==> src/rtl/block_allocator.sv <==
// Round-robin block allocator for the card linked-list RAM: ALLOC/FREE over valid/ready.
// Optional ALLOC_COUNT_EN keeps a live used-block count and short-circuits ALLOC on a full heap.
module block_allocator #(
    parameter int ADDR_W = 10,
    parameter int DATA_W = 32,
    parameter int STRIDE = 32
) (
    input  logic              clock,
    input  logic              reset,
    input  logic              req_valid,
    output logic              req_ready,
    input  logic              req_op,
    input  logic [ADDR_W-1:0] req_addr,
    output logic              resp_valid,
    output logic              resp_ok,
    output logic [ADDR_W-1:0] resp_addr,
    output logic [ADDR_W-1:0] used_count,
    output logic [ADDR_W-1:0] ram_address,
    output logic              ram_clock,
    output logic [DATA_W-1:0] ram_data,
    output logic              ram_wren,
    input  logic [DATA_W-1:0] ram_q
);
    localparam int NUM_BLOCKS = (2 ** ADDR_W) / STRIDE;
    localparam logic [ADDR_W-1:0] STEP       = ADDR_W'(STRIDE);
    localparam logic [ADDR_W-1:0] LAST_PROBE = ADDR_W'(NUM_BLOCKS - 2);

    typedef enum logic [2:0] {IDLE, RD, WAIT, CHK, WR, RESP, FULL} state_t;

    state_t            state, state_next;
    logic              op;
    logic [ADDR_W-1:0] target, ptr, probes;
    logic [ADDR_W-1:0] ptr_inc, ptr_step, fin_addr;
    logic              fin, fin_ok, adv, heap_full, bad_free, used_flag;
    logic              unused_q;

    assign unused_q  = ^ram_q[DATA_W-2:0];
    assign used_flag = ram_q[DATA_W-1];
    assign ptr_inc   = ptr + STEP;
    // Block 0 is the null pointer, so a wrap lands on the first real block.
    assign ptr_step  = (ptr_inc == '0) ? STEP : ptr_inc;
    assign bad_free  = (req_addr == '0) || ((req_addr & (STEP - 1'b1)) != '0);

    always_comb begin
        state_next = state;
        fin        = 1'b0;
        fin_ok     = 1'b0;
        fin_addr   = '0;
        adv        = 1'b0;
        case (state)
            IDLE: if (req_valid) begin
                if (!req_op) state_next = heap_full ? FULL : RD;
                else if (bad_free) begin
                    state_next = RESP;
                    fin        = 1'b1;
                end else state_next = RD;
            end
            FULL: begin
                state_next = RESP;
                fin        = 1'b1;
            end
            RD:   state_next = WAIT;
            WAIT: state_next = CHK;
            CHK: begin
                if (!op) begin
                    if (!used_flag) state_next = WR;
                    else begin
                        adv = 1'b1;
                        if (probes == LAST_PROBE) begin
                            state_next = RESP;
                            fin        = 1'b1;
                        end else state_next = RD;
                    end
                end else if (used_flag) state_next = WR;
                else begin
                    state_next = RESP;
                    fin        = 1'b1;
                end
            end
            WR: begin
                state_next = RESP;
                fin        = 1'b1;
                fin_ok     = 1'b1;
                fin_addr   = op ? target : ptr;
                adv        = !op;
            end
            RESP:    state_next = IDLE;
            default: state_next = IDLE;
        endcase
    end

    always_ff @(posedge clock or posedge reset) begin
        if (reset) begin
            state     <= IDLE;
            op        <= 1'b0;
            target    <= '0;
            ptr       <= STEP;
            probes    <= '0;
            resp_ok   <= 1'b0;
            resp_addr <= '0;
        end else begin
            state <= state_next;
            if (state == IDLE && req_valid) begin
                op     <= req_op;
                target <= req_addr;
                probes <= '0;
            end
            if (adv) ptr <= ptr_step;
            if (state == CHK && !op && used_flag) probes <= probes + 1'b1;
            if (fin) begin
                resp_ok   <= fin_ok;
                resp_addr <= fin_addr;
            end
        end
    end

`ifdef ALLOC_COUNT_EN
    localparam logic [ADDR_W-1:0] FULL_CNT = ADDR_W'(NUM_BLOCKS - 1);
    always_ff @(posedge clock or posedge reset) begin
        if (reset) used_count <= '0;
        else if (state == WR) used_count <= op ? used_count - 1'b1 : used_count + 1'b1;
    end
    assign heap_full = (used_count == FULL_CNT);
`else
    assign used_count = '0;
    assign heap_full  = 1'b0;
`endif

    assign req_ready   = (state == IDLE);
    assign resp_valid  = (state == RESP);
    assign ram_wren    = (state == WR);
    assign ram_clock   = clock;
    assign ram_data    = (state == WR && !op) ? {1'b1, {(DATA_W-1){1'b0}}} : '0;
    assign ram_address = (state inside {RD, WAIT, CHK, WR}) ? (op ? target : ptr) : '0;
endmodule

==> config.mk <==
export PLATFORM = sky130hd
export DESIGN_NAME = block_allocator
export DESIGN_NICKNAME = d
export VERILOG_FILES = /design/src/rtl/block_allocator.sv
export SDC_FILE = /design/constraint.sdc
export NUM_CORES = 1
export LEC_CHECK = 0
export ABC_AREA = 1
export ABC_CLOCK_PERIOD_IN_PS = 2400
export BUFFER_PORTS_ARGS = -buffer_cell sky130_fd_sc_hd__buf_2
export CORE_UTILIZATION = 40
export CTS_CLUSTER_SIZE = 40
export DETAILED_ROUTE_END_ITERATION = 10
export GPL_TIMING_DRIVEN = 0
export PLACE_DENSITY = 0.7
export SYNTH_ARGS = -nofsm -noshare
export SYNTH_HDL_FRONTEND = slang
export SYNTH_SLANG_ARGS = --single-unit
==> constraint.sdc <==
create_clock -name clock -period 2.4 [get_ports clock]
set_input_delay 0 -clock clock [delete_from_list [all_inputs] [get_ports clock]]
set_output_delay 0 -clock clock [all_outputs]
set_load 0.01 [all_outputs]
==> metrics.txt <==
IO Pins 113; crit path DAT 1800 ps; first-pass GRT wire length 8830 um; clock transition at the registers of the reported paths 80 ps; Slew HR 44.2%; Final #Nets 485; r2r worst-path depth 7; overflow left after global routing 0; r2r endpoint resp_ok; EDFF count, synth 0; Worst Skew 8.28 ps; post-synthesis sequential area ratio 40.0%; PortBufs 40; HPWL Detailed 4000 um; Setup Buffers After CTS 0; die span in y 81.1 um; fmax 0.556 GHz; Power Dens Cells 1030 nW/um^2; row cnt 28; Worst setup endpoint ram_address[2]; worst slew pin tran 835 ps; antenna violations before repair 0; Final setup violation count 0; RD Place Congestion 0.868; WL/cell 10.4 um; via count 2234; post-layout util 53.9%; TNS Setup 0 ps; Tot Pwr 3.32 mW; CTS tree done; Slowest cell on crit path dfrtp_1; cell family with most CP delay simple AND/OR/NAND/NOR gates; CP peak stage delay 490 ps; YS warnings 0; worst hold stages 5; DRT Wirelength 5290 um; flop2flop setup slack 860 ps; critical-path maximum fanout 10; worst r2r src state[0]; CORE AREA 5990 sq um; Cell Area, Synth 2500 sq um; Max Slew Vio Count 0; Initial Util 41.8%; number of global-route vias before repair 1990; predominant post-synthesis flop cell dfrtp_1; Crit path top cell by count nand2_1; WP depth 6; Async SR Flop Fraction 100%; critical path required time 2400 ps; Mapped Cells 332; startpoint class of the critical path flip-flop; Die ar. 6580 sq um; clk_lat worst skew 400 ps; largest net degree at the start of global routing 41; FILL cells 575; Iter 0 DRT Violations 151; Max VDD drop 597 uV; Worst Setup SP state[0]; final period utilization 74.9%; crit path cell chain nor2_4, nand2_1, nand2_1, inv_2, nor3_1, buf_2; area grow syn2layout 29.0%; antenna viol nets, final 0; status finished clean; max-cap viol count 0; diode count 0; Final Hold Vio Count 0; Yosys reg bits 40; Vias/cell 4.37; Static Leak 1.81 nW; Distinct cells, synth 30; Hold Worst Slack 57.9 ps; Crit Path Category reg2out; CP bufs+invs 2; RSZ-0062 raised after global routing no; Die W 81.1 um; Syn Area/Cell 7.54 sq um; minimum clock period 1800 ps; Worst Hold Class in2reg; share of layout cells above drive strength 1 27.3%; Post-route DRC 0; drt first pass iters 4; GRT Overall Usage 17.8%; Worst Setup End Kind primary output
[registers in the layout, indices dropped and copies added, names as in the netlist]
register / count
resp_addr: 10
resp_ok: 1
target: 10
ptr: 5
probes: 10
state: 3
op: 1
[power breakdown]
part	switching [mW]	total [mW]	internal, mW
clock network	0.280	0.724	0.445
registers	0.219	1.16	0.942
logic	0.890	1.44	0.548
[cells by family (layout without fill, tap and decap cells)]
family,Yosys count,after routing,synth area share [%]
xor gates and xnor gates,3,3,1.05
DFF,40,40,40.0
AOI/OAI and AO/OA,35,35,7.34
buffers and inverters,94,158,21.1
other,1,41,0.150
adders and majority gates,4,4,2.00
and+or+nand+nor,155,155,28.4
[stage by stage]
| stage | setup slack, ps | std cells | area (sq um) |
|---|---|---|---|
| after floorplan | 1080 | 372 | 2660 |
| after global placement | 905 | 487 | 2950 |
| after global routing | 435 | 511 | 3230 |
| final | 603 | 511 | 3230 |
| after detailed placement | 863 | 487 | 2950 |
| after CTS | 593 | 511 | 3230 |
[what timing repair did]
action | CTS | global route
endpoints found under the hold margin | 51 | 0
gates resized for setup | 0 | 0
hold buffers | 13 | 0
[cells in the final DEF (no fill, tap or decap), types with 2 or more instances in the layout]
| cell type | n |
|---|---|
| nor3_1 | 8 |
| nand2_1 | 71 |
| nand3_2 | 2 |
| inv_2 | 5 |
| nor2_2 | 2 |
| dfrtp_1 | 39 |
| buf_2 | 46 |
| nand2_2 | 3 |
| inv_1 | 38 |
| conb_1 | 41 |
| nand4_1 | 14 |
| a21oi_1 | 11 |
| buf_4 | 44 |
| o22ai_1 | 2 |
| dlygate4sd3_1 | 13 |
| o21ai_0 | 12 |
| nand3_1 | 12 |
| ha_1 | 4 |
| nor2_1 | 36 |
| xor2_1 | 3 |
| nor2_4 | 2 |
| clkbuf_8 | 8 |
| o21ai_1 | 8 |
[routing by layer]
layer	routed length, um	track usage, %	vias up	share of wire (%)
li1	-	-	1171	-
met1	2490	23.2	985	47
met2	2460	28.6	69	46
met3	254	3.26	9	4.8
met4	86	8.39	0	1.6
met5	0	0	-	0
[cell usage after synthesis (all sizes together) (2+ instances only)]
library cell | number | area (sq um)
a21oi | 11 | 55.1
buf | 50 | 360
dfrtp | 39 | 976
ha | 4 | 50.1
inv | 44 | 168
nand2 | 74 | 285
nand3 | 15 | 97.6
nand4 | 14 | 87.6
nor2 | 40 | 170
nor3 | 9 | 50.1
o21ai | 20 | 100
o22ai | 2 | 12.5
or2 | 2 | 12.5
xor2 | 3 | 26.3
[worst min path at each step]
stage / startpoint / to / slack (ps)
2_1_floorplan: clock / ram_clock / 90
3_3_place_gp: clock / ram_clock / 180
3_5_place_dp: clock / ram_clock / 180
4_1_cts: ram_q[31] / state[0] / 50
5_1_grt: ram_q[31] / state[0] / 70
6_report: ram_q[31] / state[0] / 60
[layout make-up]
class | instances | area, sq um | share of cell area, %
multi-input combinational | 238 | 1120 | 34.8
sequential | 40 | 1000 | 31.0
buffer | 50 | 360 | 11.1
timing repair buffer | 52 | 325 | 10.1
inverter | 44 | 168 | 5.19
clock buffer | 9 | 115 | 3.56
tap | 75 | 93.8 | 2.90
clock inverter | 3 | 42.5 | 1.32
[tightest hold or removal path, delay by kind of cell]
family,cells,cell delay [ps]
AND/OR/NAND/NOR,1,60
adder cells (fa/ha/maj),1,140
buffers and inverters,2,140
AO/OA/AOI/OAI,1,80
Power figures use the tool's default switching activity.
